--- src/rtl/lfsr_pkg.sv ---
// rtl/lfsr_pkg.sv - shared LFSR types and step/word helpers (LFSR_LEN < 64, word width < 256)
package lfsr_pkg;

    localparam int STATE_MAX = 64;
    localparam int WORD_MAX  = 256;

    typedef enum logic [0:0] {IDLE, RUN} fsm_state_e;

    typedef struct packed {
        logic [WORD_MAX-1:0]  word;
        logic [STATE_MAX-1:0] state;
    } lfsr_word_t;

    function automatic logic [STATE_MAX-1:0] lfsr_step(input logic [STATE_MAX-1:0] state,
                                                        input logic [STATE_MAX-1:0] poly,
                                                        input int len);
        logic [STATE_MAX-1:0] one;
        logic [STATE_MAX-1:0] mask;
        logic                 nb;
        one  = {{(STATE_MAX-1){1'b0}}, 1'b1};
        mask = (one << len) - one;
        nb   = ^(state & poly);
        return ((state << 1) | {{(STATE_MAX-1){1'b0}}, nb}) & mask;
    endfunction

    // First feedback bit lands in word[dw-1], last in word[0].
    function automatic lfsr_word_t lfsr_word(input logic [STATE_MAX-1:0] state,
                                             input logic [STATE_MAX-1:0] poly,
                                             input int len,
                                             input int dw);
        lfsr_word_t r;
        r.word  = '0;
        r.state = state;
        for (int i = 0; i < WORD_MAX; i++) begin
            if (i < dw) begin
                r.word  = {r.word[WORD_MAX-2:0], ^(r.state & poly)};
                r.state = lfsr_step(r.state, poly, len);
            end
        end
        return r;
    endfunction

endpackage

--- src/rtl/lfsr_step_n.sv ---
// rtl/lfsr_step_n.sv - combinational N-step Fibonacci LFSR advance producing one N-bit word
module lfsr_step_n
    import lfsr_pkg::*;
#(
    parameter int                  N         = 32,
    parameter int                  LFSR_LEN  = 15,
    parameter logic [LFSR_LEN-1:0] LFSR_POLY = 15'h6000
) (
    input  logic [LFSR_LEN-1:0] state_i,
    output logic [N-1:0]        word_o,
    output logic [LFSR_LEN-1:0] state_o
);

    logic [STATE_MAX-1:0] state_pad;
    logic [STATE_MAX-1:0] poly_pad;
    lfsr_word_t           res;
    logic                 unused_hi;

    assign state_pad = {{(STATE_MAX-LFSR_LEN){1'b0}}, state_i};
    assign poly_pad  = {{(STATE_MAX-LFSR_LEN){1'b0}}, LFSR_POLY};

    always_comb begin
        res = lfsr_word(state_pad, poly_pad, LFSR_LEN, N);
    end

    assign word_o    = res.word[N-1:0];
    assign state_o   = res.state[LFSR_LEN-1:0];
    assign unused_hi = ^{res.word[WORD_MAX-1:N], res.state[STATE_MAX-1:LFSR_LEN]};

endmodule

--- src/rtl/lfsr_prbs_stream.sv ---
// rtl/lfsr_prbs_stream.sv - PRBS word source with burst framing; LFSR_ERR_INJECT_EN adds bit-0 error injection
module lfsr_prbs_stream
    import lfsr_pkg::*;
#(
    parameter int                  DATA_WIDTH = 32,
    parameter int                  LFSR_LEN   = 15,
    parameter logic [LFSR_LEN-1:0] LFSR_POLY  = 15'h6000,
    parameter logic [LFSR_LEN-1:0] LFSR_INIT  = {{(LFSR_LEN-1){1'b0}}, 1'b1},
    parameter int                  CNT_WIDTH  = 16
) (
    input  logic                  clk,
    input  logic                  rst,
    input  logic [LFSR_LEN-1:0]   seed_i,
    input  logic                  seed_load_i,
    input  logic                  start_i,
    input  logic [CNT_WIDTH-1:0]  burst_len_i,
    input  logic                  stop_i,
    output logic [DATA_WIDTH-1:0] m_data_o,
    output logic                  m_valid_o,
    input  logic                  m_ready_i,
    output logic                  m_last_o,
    output logic                  busy_o
`ifdef LFSR_ERR_INJECT_EN
    ,
    input  logic                  err_inject_i
`endif
);

    localparam logic [LFSR_LEN-1:0]  STATE_ONE = {{(LFSR_LEN-1){1'b0}}, 1'b1};
    localparam logic [CNT_WIDTH-1:0] CNT_ONE   = {{(CNT_WIDTH-1){1'b0}}, 1'b1};
    localparam logic [CNT_WIDTH-1:0] CNT_TWO   = CNT_ONE << 1;

    fsm_state_e            fsm_q;
    logic [LFSR_LEN-1:0]   state_q;
    logic [DATA_WIDTH-1:0] data_q;
    logic                  valid_q;
    logic                  last_q;
    logic [CNT_WIDTH-1:0]  cnt_q;
    logic                  stop_pend_q;

    logic [LFSR_LEN-1:0]   seed_eff;
    logic [LFSR_LEN-1:0]   gen_state;
    logic [LFSR_LEN-1:0]   step_state;
    logic [DATA_WIDTH-1:0] step_word;
    logic [DATA_WIDTH-1:0] load_word;
    logic                  handshake;
    logic                  stop_seen;
    logic                  final_word;
    logic                  word_load_en;

    // An all-zero state would lock up, so a zero seed becomes 1.
    assign seed_eff     = (seed_i == '0) ? STATE_ONE : seed_i;
    assign gen_state    = (fsm_q == IDLE && seed_load_i) ? seed_eff : state_q;
    assign handshake    = valid_q & m_ready_i;
    assign stop_seen    = stop_pend_q | stop_i;
    assign final_word   = stop_seen | (cnt_q == CNT_ONE);
    assign word_load_en = (fsm_q == IDLE && start_i) ||
                          (fsm_q == RUN && handshake && !final_word);

    lfsr_step_n #(
        .N         (DATA_WIDTH),
        .LFSR_LEN  (LFSR_LEN),
        .LFSR_POLY (LFSR_POLY)
    ) u_step (
        .state_i (gen_state),
        .word_o  (step_word),
        .state_o (step_state)
    );

`ifdef LFSR_ERR_INJECT_EN
    logic                  err_pend_q;
    logic                  err_req;
    logic [DATA_WIDTH-1:0] err_mask;

    assign err_req = err_pend_q | err_inject_i;

    always_comb begin
        err_mask    = '0;
        err_mask[0] = err_req;
    end

    assign load_word = step_word ^ err_mask;

    always_ff @(posedge clk) begin
        if (rst) begin
            err_pend_q <= 1'b0;
        end else begin
            err_pend_q <= err_req & ~word_load_en;
        end
    end
`else
    assign load_word = step_word;
`endif

    always_ff @(posedge clk) begin
        if (rst) begin
            fsm_q       <= IDLE;
            state_q     <= LFSR_INIT;
            data_q      <= '0;
            valid_q     <= 1'b0;
            last_q      <= 1'b0;
            cnt_q       <= '0;
            stop_pend_q <= 1'b0;
        end else begin
            case (fsm_q)
                IDLE: begin
                    stop_pend_q <= 1'b0;
                    if (seed_load_i) begin
                        state_q <= seed_eff;
                    end
                    if (start_i) begin
                        state_q <= step_state;
                        data_q  <= load_word;
                        valid_q <= 1'b1;
                        last_q  <= (burst_len_i == CNT_ONE);
                        cnt_q   <= burst_len_i;
                        fsm_q   <= RUN;
                    end
                end
                RUN: begin
                    if (handshake) begin
                        if (cnt_q != '0) begin
                            cnt_q <= cnt_q - CNT_ONE;
                        end
                        if (final_word) begin
                            valid_q     <= 1'b0;
                            last_q      <= 1'b0;
                            stop_pend_q <= 1'b0;
                            fsm_q       <= IDLE;
                        end else begin
                            state_q <= step_state;
                            data_q  <= load_word;
                            last_q  <= (cnt_q == CNT_TWO);
                        end
                    end else begin
                        stop_pend_q <= stop_seen;
                    end
                end
                default: fsm_q <= IDLE;
            endcase
        end
    end

    assign m_data_o  = data_q;
    assign m_valid_o = valid_q;
    assign m_last_o  = last_q;
    assign busy_o    = (fsm_q == RUN);

endmodule
--- config.mk ---
export PLATFORM = sky130hd
export DESIGN_NAME = lfsr_prbs_stream
export DESIGN_NICKNAME = d
export VERILOG_FILES = /design/src/rtl/lfsr_pkg.sv /design/src/rtl/lfsr_step_n.sv /design/src/rtl/lfsr_prbs_stream.sv
export SDC_FILE = /design/constraint.sdc
export NUM_CORES = 1
export LEC_CHECK = 0
export BUFFER_PORTS_ARGS = -buffer_cell sky130_fd_sc_hd__buf_2
export CAP_MARGIN = 20
export CORE_MARGIN = 8
export CORE_UTILIZATION = 25
export CTS_CLUSTER_SIZE = 14
export DETAILED_ROUTE_END_ITERATION = 7
export PLACE_DENSITY = 0.53
export SLEW_MARGIN = 10
export SYNTH_ARGS = -nofsm -noshare
export SYNTH_HDL_FRONTEND = slang
export SYNTH_SLANG_ARGS = --single-unit
--- constraint.sdc ---
create_clock -name clk -period 2.25 [get_ports clk]
set_input_delay 0.45 -clock clk [delete_from_list [all_inputs] [get_ports clk]]
set_output_delay 0.45 -clock clk [all_outputs]
set_load 0.005 [all_outputs]
Yosys cells after proc, flatten, opt, wreduce, memory -nomap -nowiden
Cells that the tools add are included.
{"block": "word_totals", "register_bits": 67, "output_inout_bits": 35, "wordCells": 123, "in_bits": 37}
{"block": "op_classes", "n_eq_ne": 10, "addsub": 1, "n_reduce_logical": 40, "mux": 29, "bitwise_logic": 36}
{"cell": "64-bit XOR reduction", "n": 32}
{"cell": "15-bit by 1-bit OR with 15-bit output", "n": 32}
{"cell": "32-bit 2-to-1 mux", "n": 3}
{"cell": "15-bit 2-to-1 mux", "n": 6}
{"cell": "32-bit one-hot mux with 2 select lines", "n": 1}
{"cell": "16-bit 2-to-1 mux", "n": 3}
{"cell": "16-bit by 1-bit equality test with 1-bit output (second input constant)", "n": 2}
{"cell": "16-bit one-hot mux with 2 select lines", "n": 1}
{"cell": "15-bit one-hot mux with 2 select lines", "n": 1}
{"cell": "16-bit by 2-bit equality test with 1-bit output (second input constant)", "n": 1}
{"cell": "16-bit nonzero test", "n": 1}
{"cell": "16-bit by 1-bit subtractor with 16-bit output (second input constant)", "n": 1}
{"cell": "15-bit zero test", "n": 1}
{"cell": "3-bit AND reduction", "n": 4}
{"cell": "1-bit 2-to-1 mux", "n": 10}
{"cell": "1-bit one-hot mux with 2 select lines", "n": 4}
{"cell": "2-bit by 1-bit != test with 1-bit output (second input constant)", "n": 3}
{"cell": "2-bit != test (second input constant)", "n": 2}
{"cell": "3-bit by 2-bit != test with 1-bit output (second input constant)", "n": 1}
{"cell": "3-bit != test (second input constant)", "n": 1}
{"cell": "1-bit OR", "n": 2}
{"cell": "2-bit AND reduction", "n": 1}
{"cell": "1-bit bitwise AND", "n": 1}
{"cell": "1-bit logical AND", "n": 1}
{"cell": "1-bit inverter", "n": 1}

Depth between registers and ports, before layout
{"block": "logic_depth", "ltp_word": 70, "mapped_depth": 9}

By module
Synthesis repeated with hierarchy kept, for this count alone.
{"block": "unflattened", "hier_cells": 477, "hier_area_um2": 3983.8}
{"module": "lfsr_prbs_stream", "cells_per_inst": 426, "n_inst": 1, "area_each_um2": 3554.7}
{"module": "lfsr_step_n", "cells_per_inst": 51, "n_inst": 1, "area_each_um2": 429.2}

Worst setup path before layout
Ideal clock, no wire load.
{"block": "synth_path", "path_type": "register to register", "from": "reg cnt_q[0]", "to": "reg cnt_q[14]", "path_stages_with_launch": 8, "slack_ps": 324, "setup_ps": 92, "required_ps": 2158, "t_arrival_ps": 1834, "period_less_slack_ps": 1926, "cell_sequence": "dfxtp_1 -> inv_1 -> ha_1 -> or3b_2 -> nor2_2 -> nand3_1 -> o31a_1 -> o32ai_1"}
{"block": "synth_via", "elab_chain_cells": 4}
{"item": "start: declaration", "line": "lfsr_prbs_stream.sv:38", "rtl": "logic [CNT_WIDTH-1:0] cnt_q;"}
{"item": "start signal: assignment", "line": "lfsr_prbs_stream.sv:116", "rtl": "cnt_q <= burst_len_i;"}
{"item": "start signal: assignment", "line": "lfsr_prbs_stream.sv:123", "rtl": "cnt_q <= cnt_q - CNT_ONE;"}
{"item": "16-bit by 1-bit subtractor with 16-bit output", "line": "lfsr_prbs_stream.sv:123"}
{"item": "16-bit 2-to-1 mux", "line": "lfsr_prbs_stream.sv:122", "rtl": "if (cnt_q != '0) begin"}
{"item": "16-bit 2-to-1 mux", "line": "lfsr_prbs_stream.sv:121", "rtl": "if (handshake) begin"}
{"item": "16-bit one-hot mux with 2 select lines", "line": "lfsr_prbs_stream.sv:105", "rtl": "case (fsm_q)"}
Parallel ways exist; a longest one is shown, timed or not. The select of a mux whose other input is x is not followed.
A chain may end at the register's enable or synchronous reset.

Final worst setup path
Same ends and word-level chain as after synthesis.

==> results.cfg <==
[clock_network]
cts_tree = built
cts_sinks = 67
clkTransAtPathRegs_ns = 0.05
cts_resized = 0
root_buffer = clkbuf_16
cts_buffer_depth = 2
cts_buffers = 9
postCtsSetupBuffers = 0
h-tree-depth = 3
hold_buffers = 0
insertion_delay_ns = 0.34

[critical_path]
end_kind = flip-flop
slowest_stage = or3b_2
timing_worst_setup_path_type = reg -> reg
worst-path-max-fanout = 6
cp.arrival_ns = 2.30
slowest_delay_ns = 0.51
critPathBufInv = 1
path_cells = inv_1 > ha_1 > or3b_2 > nor2_2 > nand3_1 > o31a_1 > o32ai_1
critPathLaunch = cnt_q[0]
cp_data_required_time_ns = 2.50
cp-start-kind = flip-flop
r2r-start = cnt_q[0]
critical_path.top_delay_family = simple AND/OR/NAND/NOR gates

[status]
status = finished clean

[sta]
hold_viol = 0
tightest_slew_ns = 0.545
maxSlewHeadroom = 0.636
finalCriticalPeriod_ns = 2.05
min_period_over_period = 0.911
maxSlewViolCount = 0
setup_viol = 0
rsz0062_at_grt = no
fin_worst_skew_ns = 0.00924
fin_tns_setup_ns = 0
clock.fmax_mhz = 488

[worst_hold_path]
hold_start = m_ready_i
hold_path.class = in -> reg

[synth]
synth_fp_nets = 525
synth_top_area_cell = dfxtp_1
synth_area_sq_um = 3920
netlist.area_leader.share = 0.342
ys_seq_area_frac = 0.342
syn_avg_cell_area_sq_um = 8.10
synthTopCellsByArea = dfxtp_1 (34%), a21oi_1 (7.3%), xor2_1 (5.6%), nand2_1 (5.5%), xnor2_1 (5.4%)
syn_inst = 484
synth_edf_count = 0
synthFlopType = dfxtp_1
ys_ff_latch = 67
ys_warn_count = 0
synthDistinctLibCells = 58
ys_async_sr_fraction = 0

[die]
die_width_um = 141
die_h_um = 141
ios = 72
die-area_sq_um = 19900
initial_core_util = 0.257
core_sq_um = 15300
rows = 45

[grt]
grt_overflow = 0
grt_pass1_wl_um = 18700
grt_max_degree = 46
antenna_found_initial = 1
first_global_vias = 3694
grt_util_all_layers = 0.118

[finish]
final_cell_mix = buf_2 (71), dfxtp_1 (67), nand2_1 (57), a21oi_1 (57), nor2_1 (43)
drive_above_1_share = 0.220
final_common_cell = buf_2
antennaDiodeCount = 0
area_delta_synth_final_pct = 23.9
fillers = 1670
seq_area_sq_um = 1340
multi_input_area_sq_um = 2380
final_core_util = 0.318
layout.nets = 592

[power_and_ir_drop]
max-vdd-ir-drop_mv = 0.395
p_per_area_nw_per_um2 = 888
power.leakage_nw = 1.99

[routing]
firstDrtPassIters = 5
antenna_left = 0
wl_um = 11300
avgRoutedWirePerCell_um = 14.7
drc = 0
drt_first_iter_violations = 138
via_per_inst = 4.69
via_count = 3590

[placement]
gp_congestion = 0.832
hpwlAfterDp_um = 8620
portBuffers = 71

[job]
drv_cap = 0
power by group:
group / internal (W) / switching (W) / total (W)
logic: 0.000621 / 0.000736 / 0.00136
clock network: 0.000943 / 0.000530 / 0.00147
registers: 0.00134 / 0.000143 / 0.00148
total: 0.00291 / 0.00141 / 0.00432
path summary, 6_finish.rpt:
path,endpoint,slack (ns),depth (start not counted)
max,cnt_q[14],0.20,7
min,m_valid_o,0.34,2
max reg2reg,cnt_q[14],0.20,7
min reg2reg,m_data_o[25],0.45,2
stage by stage:
stage                     std cells  hold WS [ns]  setup WS (ns)  area, sq um  total power, W
after floorplan                 484         0.453          0.324         3920         0.00244
after global placement          751         0.441          0.198         4550         0.00286
after detailed placement        751         0.446          0.170         4550         0.00288
after CTS                       766         0.319          0.209         4860         0.00438
after global routing            766         0.339         0.0264         4860         0.00459
final                           766         0.338          0.200         4860         0.00432
cells in the mapped netlist (3+ instances only):
master	n
mux2i_1	16
nor4_1	9
nor3_1	13
buf_2	3
xnor2_1	24
ha_1	4
nand3_1	6
inv_1	9
nor2b_1	7
o32ai_1	4
a211oi_1	17
buf_6	3
xor2_1	25
o211ai_1	3
nand2b_1	16
a21oi_1	57
dfxtp_1	67
buf_4	3
a211o_1	9
or4_1	3
nor2_1	43
buf_1	3
clkbuf_1	23
o21ai_0	17
nand2_1	57
kinds of logic after synthesis:
| kind of cell | share of synthesized area |
|---|---|
| AOI/OAI and AO/OA | 0.219 |
| xor gates and xnor gates | 0.109 |
| adders and majority gates | 0.0128 |
| buffers and inverters | 0.0517 |
| DFF | 0.342 |
| muxes | 0.0501 |
| and+or+nand+nor | 0.215 |
registers in the layout (all words and copies together), names as in the netlist:
signal       cells
m_data_o        32
stop_pend_q      1
m_last_o         1
state_q         15
m_valid_o        1
cnt_q           16
busy_o           1
final cells by class:
type / count / share of cell area
tap: 211 / 0.0543
multi-input combinational: 373 / 0.489
inverter: 9 / 0.00695
sequential: 67 / 0.276
timing repair buffer: 91 / 0.109
clock buffer: 12 / 0.0548
clock inverter: 3 / 0.00953
routing by layer:
metal / global-route usage / vias to the layer above / routed length, um
li1: - / 1831 / -
met1: 0.135 / 1666 / 5050
met2: 0.199 / 83 / 5420
met3: 0.0456 / 8 / 721
met4: 0.0328 / 2 / 80
met5: 0 / - / 17
No activity file was read; power rests on OpenSTA's default activity.
